==> config.mk <==
export PLATFORM = sky130hd
export DESIGN_NAME = jk_universal_reg
export DESIGN_NICKNAME = d
export VERILOG_FILES = /design/src/rtl/jk_pkg.sv /design/src/rtl/jk_dff.sv /design/src/rtl/jk_universal_reg.sv
export SDC_FILE = /design/constraint.sdc
export NUM_CORES = 1
export LEC_CHECK = 0
export CORE_MARGIN = 3
export CORE_UTILIZATION = 40
export DETAILED_ROUTE_END_ITERATION = 16
export HOLD_SLACK_MARGIN = 0.1
export PLACE_DENSITY_LB_ADDON = 0.2
export SLEW_MARGIN = 25
export SYNTH_ARGS = -nofsm -noshare
export SYNTH_HDL_FRONTEND = slang
export SYNTH_SLANG_ARGS = --single-unit
export TNS_END_PERCENT = 100
==> constraint.sdc <==
create_clock -name clk -period 2.9 [get_ports clk]
set_input_delay 0.435 -clock clk [delete_from_list [all_inputs] [get_ports clk]]
set_output_delay 0.435 -clock clk [all_outputs]
set_load 0.05 [all_outputs]
==> src/rtl/jk_pkg.sv <==
// Shared definitions for the JK register family.
// Contents:
//   MODE_* : operating-mode encodings for the 2-bit mode bus
//   jk_next: next state of a single JK flip-flop given its present state and J/K
package jk_pkg;

  localparam logic [1:0] MODE_JK = 2'b00;
  localparam logic [1:0] MODE_UP = 2'b01;
  localparam logic [1:0] MODE_DN = 2'b10;
  localparam logic [1:0] MODE_LD = 2'b11;

  // Classic JK truth table: hold, clear, set, toggle.
  function automatic logic jk_next(input logic q, input logic j, input logic k);
    logic nxt;
    case ({j, k})
      2'b00:   nxt = q;
      2'b01:   nxt = 1'b0;
      2'b10:   nxt = 1'b1;
      2'b11:   nxt = ~q;
      default: nxt = q;
    endcase
    return nxt;
  endfunction

endpackage

==> src/rtl/jk_dff.sv <==
// One-bit edge-triggered JK flip-flop with synchronous reset and clock enable.
// Ports:
//   clk     : rising-edge clock
//   rst     : synchronous active-high reset, loads rst_val
//   en      : clock enable, low holds state
//   rst_val : value taken on reset
//   j, k    : JK inputs
//   q       : registered state
module jk_dff
  import jk_pkg::*;
(
  input  logic clk,
  input  logic rst,
  input  logic en,
  input  logic rst_val,
  input  logic j,
  input  logic k,
  output logic q
);

  logic r_q;

  // State register: reset beats enable, enable gates the JK update.
  always_ff @(posedge clk) begin
    if (rst) begin
      r_q <= rst_val;
    end else if (en) begin
      r_q <= jk_next(r_q, j, k);
    end else begin
      r_q <= r_q;
    end
  end

  assign q = r_q;

endmodule

==> src/rtl/jk_universal_reg.sv <==
// WIDTH-bit register built from JK flip-flops with four modes:
// per-bit JK, binary up-count, binary down-count and parallel load.
// Counting drives each bit's J/K from the carry/borrow AND chain of the
// lower bits rather than from an adder.
// Parameters: WIDTH (bits), RST_VAL (reset value), WRAP (1 wrap, 0 saturate)
// Ports:
//   clk  : rising-edge clock
//   rst  : synchronous active-high reset (q <= RST_VAL, ovf <= 0)
//   en   : clock enable, low holds q and clears ovf
//   mode : 00 JK, 01 up, 10 down, 11 load
//   j, k : per-bit JK inputs (JK mode)
//   d    : parallel load data (load mode)
//   q    : register state
//   tc   : combinational terminal count for the current mode
//   ovf  : registered one-cycle pulse after a wrapping edge
module jk_universal_reg
  import jk_pkg::*;
#(
  parameter int                 WIDTH   = 8,
  parameter logic [WIDTH-1:0]   RST_VAL = '0,
  parameter int                 WRAP    = 1
) (
  input  logic             clk,
  input  logic             rst,
  input  logic             en,
  input  logic [1:0]       mode,
  input  logic [WIDTH-1:0] j,
  input  logic [WIDTH-1:0] k,
  input  logic [WIDTH-1:0] d,
  output logic [WIDTH-1:0] q,
  output logic             tc,
  output logic             ovf
);

  logic [WIDTH-1:0] w_q;
  logic [WIDTH-1:0] w_j;
  logic [WIDTH-1:0] w_k;
  logic [WIDTH-1:0] w_carry;   // w_carry[i]  = AND of q[i-1:0]
  logic [WIDTH-1:0] w_borrow;  // w_borrow[i] = AND of ~q[i-1:0]
  logic             w_at_max;
  logic             w_at_min;
  logic             w_tc;
  logic             w_sat_hold;
  logic             w_wrap;
  logic             r_ovf;

  // Ripple AND chains; bit 0 always sees an active carry/borrow so it toggles.
  always_comb begin
    w_carry  = '0;
    w_borrow = '0;
    w_carry[0]  = 1'b1;
    w_borrow[0] = 1'b1;
    for (int i = 1; i < WIDTH; i++) begin
      w_carry[i]  = w_carry[i-1]  &  w_q[i-1];
      w_borrow[i] = w_borrow[i-1] & ~w_q[i-1];
    end
  end

  assign w_at_max = &w_q;
  assign w_at_min = ~|w_q;

  // Terminal count depends only on state and mode, never on en.
  always_comb begin
    w_tc = 1'b0;
    case (mode)
      MODE_UP: w_tc = w_at_max;
      MODE_DN: w_tc = w_at_min;
      default: w_tc = 1'b0;
    endcase
  end

  // In saturate mode a terminal count freezes the counter; otherwise it wraps.
  assign w_sat_hold = (WRAP == 0) && w_tc;
  assign w_wrap     = (WRAP != 0) && w_tc;

  // Per-bit J/K selection by mode.
  always_comb begin
    w_j = '0;
    w_k = '0;
    case (mode)
      MODE_JK: begin
        w_j = j;
        w_k = k;
      end
      MODE_UP: begin
        if (w_sat_hold) begin
          w_j = '0;
          w_k = '0;
        end else begin
          w_j = w_carry;
          w_k = w_carry;
        end
      end
      MODE_DN: begin
        if (w_sat_hold) begin
          w_j = '0;
          w_k = '0;
        end else begin
          w_j = w_borrow;
          w_k = w_borrow;
        end
      end
      MODE_LD: begin
        w_j = d;
        w_k = ~d;
      end
      default: begin
        w_j = '0;
        w_k = '0;
      end
    endcase
  end

  for (genvar g = 0; g < WIDTH; g++) begin : g_bit
    jk_dff u_bit (
      .clk     (clk),
      .rst     (rst),
      .en      (en),
      .rst_val (RST_VAL[g]),
      .j       (w_j[g]),
      .k       (w_k[g]),
      .q       (w_q[g])
    );
  end

  // Overflow pulse: set by a wrapping edge, cleared on any other edge.
  always_ff @(posedge clk) begin
    if (rst) begin
      r_ovf <= 1'b0;
    end else if (en) begin
      r_ovf <= w_wrap;
    end else begin
      r_ovf <= 1'b0;
    end
  end

  assign q   = w_q;
  assign tc  = w_tc;
  assign ovf = r_ovf;

endmodule
==> reports/summary.md, run 1 <==
• outcome: finished, final reports clean
• proportion of synthesized area in mux cells: 2.19%
• Synth Register Bits: 9
• remaining number of nets flagged by the antenna check after routing: 0
• HPWL after DPL: 2050 um
• complex-gate fraction of the synthesized area: 34.1%
• Max Fclk: 351 MHz
• WS Path Type: primary input to output pin
• number of buffers added on ports: 38
• worst-margin pin slew: 0.494 ns
• post-synth design cell area: 971 um2
• Setup TNS Final: 0 ns
• share of post-route cells with drive strength above 1: 19.4%
• power per cell area: 355 mW/mm2
• maximum fanout encountered on the critical timing path: 2
• arrival time worst endpoint: 2.41 ns
• width of the die: 55.3 um
• Detailed Route Iter0 Violations: 37
• number of buffer and inverter instances along the worst setup path: 3
• worst-skew pair later-pin latency: 0.27 ns
• number of vias per cell after detailed routing: 5.80
• most common flop cell mapped by yosys: sky130_fd_sc_hd__dfxtp_1
• Max stage delay cell, worst path: sky130_fd_sc_hd__or4_4
• max_cap viols: 0
• post-route cell area: 0.00140 mm2
• Setup WS pre-CTS: -0.257 ns
• DRC violations left: 0
• maximum cell stage delay along the critical path: 0.52 ns
• mean post-synth cell area: 7.77 um2
• maximum buffer depth of the clock tree: 2
• net total in the final layout: 194
• RD Place Congestion: 0.790
• final count of negative-setup-slack endpoints: 0
• share of synthesized flip-flops with an asynchronous set or reset: 0%
• hold-fix buffers at CTS: 0
• Post-Synthesis Cells: 125
• area added between synthesis and finish: 44.6%
• grt total ovfl: 0
• top routing layer in use: met4
• Post-Synth XOR/XNOR Area: 0%
• Worst setup startpoint: mode[0]
• vias in the first global route: 1,046
• via count of the routed design: 1,090
• Final Routed Wirelength: 2790 um
• kind of cell adding the most delay to the critical path: simple AND/OR/NAND/NOR gates
• Final Skew: 0.000479 ns
• highest ir drop seen on vdd: 202 uV
• area of the core region: 0.00225 mm2
• Critical Path End Type: output pin
• register area share after synthesis: 18.6%
• critical path, cell by cell: buf_2, inv_2, ha_4, or4b_4, or4_4, or3_4, a21oi_4, buf_12
• fraction of the cycle the final worst path needs: 98.2%
• Tot GR Track Use: 18.9%
• unrepaired setup endpoints after global routing: no
• number of antenna cells inserted: 0
• total length of routed met2 wires: 1360 um
• average detailed-routed wire length per instance: 14.8 um
• clock tree from TritonCTS: built
• endpoints failing hold: 0
• placed insts: 182
• Routed met1 length: 1190 um
• TritonRoute pass-1 iters: 4
• share of synthesized cell area in and, or, nand and nor gates: 24.2%
• worst flop-to-flop path startpoint: g_bit[2].u_bit.q
• met3 WL: 191 um
• arithmetic-cell share of the synthesized area counting full adders, half adders and majority gates: 5.15%
• Die ar.: 0.00305 mm2
• global-route wire length before repair: 4700 um
• Startpoint Class: primary input
• CTS Sinks: 9
• worst slew margin relative to its limit: 66.9%
• Final Max Tran Viols: 0
• Req. time, crit path: 2.47 ns
• post-layout worst setup margin: 0.0527 ns
• number of flops mapped to enable cells by yosys: 0
• fin cells: 188
• die extent in y: 55.3 um
• number of synthesis warnings: 0
• fill cell count: 215
• cts bufs inserted: 3
• main combinational cell family by area after synthesis: compound AO/OA/AOI/OAI gates
• total cell area at the placement stage: 0.00135 mm2
• Clock transition at path regs: 0.07 ns
• core utilization of the finished layout: 62.3%
• hold path start: g_bit[2].u_bit.q
• Synth cell types: 42
• clock root buffer: sky130_fd_sc_hd__clkbuf_4
• initial antenna violation count: 0
• Ports: 39
• number of nets in the synthesized netlist: 158
• cell row count: 17
• static power due to leakage: 0.517 nW
• CTS H-tree depth: 1
• min-delay worst type: flop to flop
• minimum clock period after layout: 2.85 ns
• initial core utilization: 43.1%
• pin count of the biggest net entering global routing: 17
[power breakdown]
group,internal [mW],total [mW],switching (mW)
registers,0.138,0.165,0.0274
logic,0.111,0.226,0.115
clock network,0.0534,0.107,0.0539
[worst paths after layout]
path | slack, ns | endpoint | depth (start not counted)
setup / recovery | 0.05 | tc | 8
hold reg to reg | 0.54 | g_bit[2].u_bit.q | 2
setup reg to reg | 0.52 | ovf | 5
hold / removal | 0.54 | g_bit[2].u_bit.q | 2
[stage by stage]
step                power, mW  hold WS (ns)
finish                  0.499         0.543
global route            0.527         0.568
CTS                     0.499         0.568
detailed placement      0.387         0.553
global placement        0.383         0.550
floorplan               0.312         0.501
[worst register-to-register path, cell delays in order, from the launching register on]
cell	delay, ns
sky130_fd_sc_hd__dfxtp_2	0.36
sky130_fd_sc_hd__or4b_4	0.54
sky130_fd_sc_hd__or4_4	0.52
sky130_fd_sc_hd__or3_4	0.40
sky130_fd_sc_hd__buf_4	0.15
sky130_fd_sc_hd__a2111oi_4	0.32
[registers in the layout (all words and copies together), names as in the netlist]
signal,cells
g_bit.u_bit.q,8
ovf,1
[cell usage after synthesis (3+ instances only)]
library cell | instances | area share [%]
sky130_fd_sc_hd__nand2b_1 | 7 | 4.5
sky130_fd_sc_hd__inv_1 | 11 | 4.3
sky130_fd_sc_hd__nand2_1 | 4 | 1.5
sky130_fd_sc_hd__clkbuf_1 | 6 | 2.3
sky130_fd_sc_hd__ha_1 | 4 | 5.2
sky130_fd_sc_hd__a21oi_1 | 5 | 2.6
sky130_fd_sc_hd__o211ai_1 | 3 | 2.3
sky130_fd_sc_hd__a2111oi_0 | 3 | 2.7
sky130_fd_sc_hd__o21ai_0 | 8 | 4.1
sky130_fd_sc_hd__buf_4 | 10 | 7.7
sky130_fd_sc_hd__nand4_1 | 4 | 2.6
sky130_fd_sc_hd__a31oi_1 | 11 | 7.1
sky130_fd_sc_hd__a211oi_1 | 4 | 3.1
sky130_fd_sc_hd__dfxtp_1 | 9 | 19
sky130_fd_sc_hd__nor2_1 | 4 | 1.5
[timing repair]
item	CTS	global route
setup buffers	2	0
endpoints found under the setup margin	1	1
pin swaps	4	0
gates resized for setup	12	3
[routing by layer]
metal,up-vias,GRT usage [%]
met3,6,4.21
met4,0,7.29
met2,43,32.4
met5,-,0
met1,502,22.8
li1,539,-
[cell type report]
type | instances | area [um2] | share of cell area, %
Multi-Input combinational cell | 88 | 662 | 47.1
Timing Repair Buffer | 48 | 455 | 32.4
Sequential cell | 9 | 184 | 13.1
Inverter | 11 | 41.3 | 2.94
Tap cell | 28 | 35.0 | 2.50
Clock buffer | 4 | 26.3 | 1.87
[cell families (layout without fill, tap and decap cells)]
group                    after synthesis  in the layout
AND/OR/NAND/NOR                       37             37
adder cells (fa/ha/maj)                4              4
flip-flops                             9              9
buffers and inverters                 28             63
AO/OA/AOI/OAI                         45             45
multiplexers                           2              2
[cell usage in the layout, fill, tap and decap left out, types with 3 or more instances in the layout]
cell                              count
sky130_fd_sc_hd__a2111oi_0            3
sky130_fd_sc_hd__a211oi_1             4
sky130_fd_sc_hd__a21oi_1              4
sky130_fd_sc_hd__a31oi_1             11
sky130_fd_sc_hd__buf_4               10
sky130_fd_sc_hd__clkbuf_4             3
sky130_fd_sc_hd__clkdlybuf4s50_1     35
sky130_fd_sc_hd__dfxtp_1              6
sky130_fd_sc_hd__dfxtp_2              3
sky130_fd_sc_hd__ha_1                 3
sky130_fd_sc_hd__inv_1               10
sky130_fd_sc_hd__nand2_1              4
sky130_fd_sc_hd__nand2b_1             7
sky130_fd_sc_hd__nand4_1              4
sky130_fd_sc_hd__nor2_1               4
sky130_fd_sc_hd__o211ai_1             3
sky130_fd_sc_hd__o21ai_0              8
(Power assumes the default switching activity.)
==> run 2: changes to the inputs <==
SYNTH_HIERARCHICAL = 1   (was not set)
==> run 2 against run 1 <==
Compared with the run above:
- non-clock buffer count fell by 9
- highest routed layer unchanged
- sequential share of layout area increased by 4.0 points
- sequential cell count stayed put
- critical path type unchanged
- maximum frequency grew 8.4%
- critical path depth is 1 lower
- clock power barely moved
- count of clock-buffer cells in the layout is 1 lower
- register-to-register slack better by 0.52 ns
- wire length up 1.1%
- clock skew increased by 0.0056 ns
- global-route usage shrank 1.1 points
==> reports/summary.md, run 2 <==
• unrepaired setup endpoints after global routing: no
• area added between synthesis and finish: 43.2%
• Final Routed Wirelength: 2820 um, +1.1%
• highest ir drop seen on vdd: 179 uV, -11%
• maximum fanout encountered on the critical timing path: 6, +4
• clock tree from TritonCTS: built
• arrival time worst endpoint: 2.19 ns, -0.22 ns
• number of antenna cells inserted: 0, unchanged
• remaining number of nets flagged by the antenna check after routing: 0, unchanged
• Tot GR Track Use: 17.8%, -1.1 points
• pin count of the biggest net entering global routing: 26, +9
• Die ar.: 0.00331 mm2, +8.5%
• total cell area at the placement stage: 0.00150 mm2, +11%
• main combinational cell family by area after synthesis: compound AO/OA/AOI/OAI gates
• Synth cell types: 30, -29%
• path depth of the worst reg2reg path: 5, unchanged
• worst-margin pin slew: 0.593 ns, +0.0981 ns
• flip-flop count of the largest register after layout: 8, unchanged
• WS Path Type: primary input to output pin
• maximum buffer depth of the clock tree: 2, unchanged
• hold path start: g_bit[7].u_bit/q
• Max Fclk: 381 MHz, +8.4%
• power per cell area: 338 mW/mm2, -4.9%
• count of buffers added by post-CTS timing repair for setup: 0, -2
• top cells by area, synth: sky130_fd_sc_hd__edfxtp_1, sky130_fd_sc_hd__a21oi_1, sky130_fd_sc_hd__a21bo_1, sky130_fd_sc_hd__nor2b_1, sky130_fd_sc_hd__o21ai_2
• # resized after CTS: 0, -12
• TritonRoute pass-1 iters: 4, unchanged
• biggest regs: g_bit.u_bit/q: 8 flops, ovf: 1 flops
• final count of negative-setup-slack endpoints: 0, unchanged
• hold-fix buffers at CTS: 0, unchanged
• vias in the first global route: 1,085, +3.7%
• commonest cells in the synthesized netlist: sky130_fd_sc_hd__a21oi_1, sky130_fd_sc_hd__inv_1, sky130_fd_sc_hd__nand2_1, sky130_fd_sc_hd__nor2b_1, sky130_fd_sc_hd__nand2b_1
• post-synthesis cell type with the largest combined area: sky130_fd_sc_hd__edfxtp_1
• HPWL after DPL: 2150 um, +4.9%
• static power due to leakage: 0.618 nW, +20%
• most common flop cell mapped by yosys: sky130_fd_sc_hd__edfxtp_1
• Hold EP: ovf
• share of synthesized flip-flops with an asynchronous set or reset: 0%, unchanged
• DRC violations left: 0, unchanged
• Critical Path End Type: output pin
• initial core utilization: 42.5%, -0.52 points
• cell row count: 18, +1
• via count of the routed design: 1,114, +2.2%
• Startpoint Class: primary input
• Final Max Tran Viols: 0, unchanged
• grt total ovfl: 0, unchanged
• Synth Register Bits: 9, unchanged
• number of buffers added on ports: 38, unchanged
• cts bufs inserted: 3, unchanged
• worst-case register-to-register setup slack: 1.04 ns, +0.52 ns
• worst flop-to-flop path startpoint: g_bit[0].u_bit/q
• minimum clock period after layout: 2.63 ns, -0.221 ns
• post-synth design cell area: 0.00106 mm2, +9.5%
• Hold Path Depth: 2, unchanged
• min-delay worst type: flop to flop
• Post-Synthesis Cells: 136, +8.8%
• share of synthesized cell area in and, or, nand and nor gates: 26.7%, +2.5 points
• fraction of the cycle the final worst path needs: 90.6%, -7.6 points
• number of flops mapped to enable cells by yosys: 8, +8
• initial antenna violation count: 0, unchanged
• share of post-route cells with drive strength above 1: 8.84%, -11 points
• Clock transition at path regs: 0.08 ns, about the same
• top-area cell type share of the netlist area: 22.6%, +4.0 points
• die extent in y: 57.6 um, +4.2%
• mean post-synth cell area: 7.82 um2, +0.68%
• arithmetic-cell share of the synthesized area counting full adders, half adders and majority gates: 4.71%, -0.45 points
• max_cap viols: 0, unchanged
• worst-skew pair later-pin latency: 0.27 ns, about the same
• leading cell type by number of instances after synthesis: sky130_fd_sc_hd__a21oi_1
• Setup TNS Final: 0 ns, unchanged
• Post-Synth XOR/XNOR Area: 0%, unchanged
• CTS H-tree depth: 1, unchanged
• area of the core region: 0.00250 mm2, +11%
• worst hold slack: 0.693 ns, +0.150 ns
• Final Skew: 0.00612 ns, +0.00564 ns
• number of synthesis warnings: 6, +6
• outcome: finished, final reports clean
• width of the die: 57.6 um, +4.2%
• RD Place Congestion: 0.773, -2.1%
• register area share after synthesis: 24.5%, +5.9 points
• endpoints failing hold: 0, unchanged
• register with the most flip-flops: g_bit.u_bit/q
• complex-gate fraction of the synthesized area: 36.2%, +2.1 points
• worst slew margin relative to its limit: 60.5%, -6.4 points
• post-route cell area: 0.00152 mm2, +8.5%
• leading cell type in the layout, fill and taps excluded: sky130_fd_sc_hd__clkdlybuf4s50_1
• proportion of synthesized area in mux cells: 0.941%, -1.2 points
• CTS Sinks: 9, unchanged
• average detailed-routed wire length per instance: 13.4 um, -9.9%
• Detailed Route Iter0 Violations: 52, +41%
• net total in the final layout: 215, +11%
• Req. time, crit path: 2.47 ns, about the same
• Critical R2R Capture: g_bit[5].u_bit/q
• global-route wire length before repair: 4650 um, -1.0%
• Ports: 39, unchanged
• number of vias per cell after detailed routing: 5.28, -8.9%
• most frequent cells in the layout: sky130_fd_sc_hd__clkdlybuf4s50_1, sky130_fd_sc_hd__a21oi_1, sky130_fd_sc_hd__inv_1, sky130_fd_sc_hd__nor2b_1, sky130_fd_sc_hd__nand2_1
• clock root buffer: sky130_fd_sc_hd__clkbuf_4
==> run 2: how the worst max path moves through the flow <==
stage / cells after the start / endpoint / start / slack, ns
floorplan: 3 / tc / g_bit[1].u_bit/q / 0.44
finish: 7 / tc / mode[0] / 0.27
global placement: 7 / tc / mode[0] / 0.36
CTS: 7 / tc / mode[0] / 0.27
detailed placement: 7 / tc / mode[0] / 0.28
global route: 7 / tc / mode[0] / 0.13
==> run 2: logic make-up after synthesis <==
logic type | count (synthesis)
fa+ha+maj | 4
simple gates | 47
compound gates | 57
other cells | 1
mux | 1
flops | 9
buf+inv | 17
==> run 2: stage by stage <==
| step | std cells | utilization, % | worst slack [ns] | power [mW] |
|---|---|---|---|---|
| floorplan | 143 | - | 0.443 | 0.319 |
| detailed placement | 207 | 60.0 | 0.276 | 0.412 |
| CTS | 211 | 61.1 | 0.271 | 0.518 |
| finish | 211 | 60.9 | 0.274 | 0.514 |
| global placement | 207 | 60.0 | 0.359 | 0.403 |
| global route | 211 | 60.9 | 0.135 | 0.548 |
==> run 2: worst max-delay path: stages <==
cell                              delay (ns)
sky130_fd_sc_hd__clkdlybuf4s50_1        0.45
sky130_fd_sc_hd__inv_1                  0.10
sky130_fd_sc_hd__ha_1                   0.24
sky130_fd_sc_hd__nor4b_4                0.36
sky130_fd_sc_hd__nand3b_1               0.16
sky130_fd_sc_hd__a21boi_1               0.28
sky130_fd_sc_hd__buf_12                 0.18
==> run 2: power breakdown <==
| part | internal (mW) | switching [mW] | leakage (nW) | total, mW |
|---|---|---|---|---|
| sequential | 0.159 | 0.0238 | 0.0909 | 0.183 |
| clock | 0.0510 | 0.0543 | 0.0177 | 0.105 |
| combinational | 0.105 | 0.121 | 0.509 | 0.226 |
| total | 0.315 | 0.199 | 0.618 | 0.514 |
==> run 2: metal layers <==
metal | GRT usage, % | part of all wire, % | up-vias | wire [um]
met5 | 0 | 0 | - | 0
met4 | 6.62 | 0.74 | 0 | 21
met3 | 3.62 | 5.2 | 2 | 147
met2 | 31.0 | 52 | 31 | 1470
met1 | 21.5 | 42 | 507 | 1180
li1 | - | - | 574 | -
==> run 2: layout make-up <==
class / count / area (um2)
clock buffer: 3 / 22.5
clock inverter: 1 / 5.00
fill: 237 / 977
inverter: 12 / 45.0
multi-input combinational: 117 / 759
sequential: 9 / 260
tap: 30 / 37.5
timing repair buffer: 39 / 393
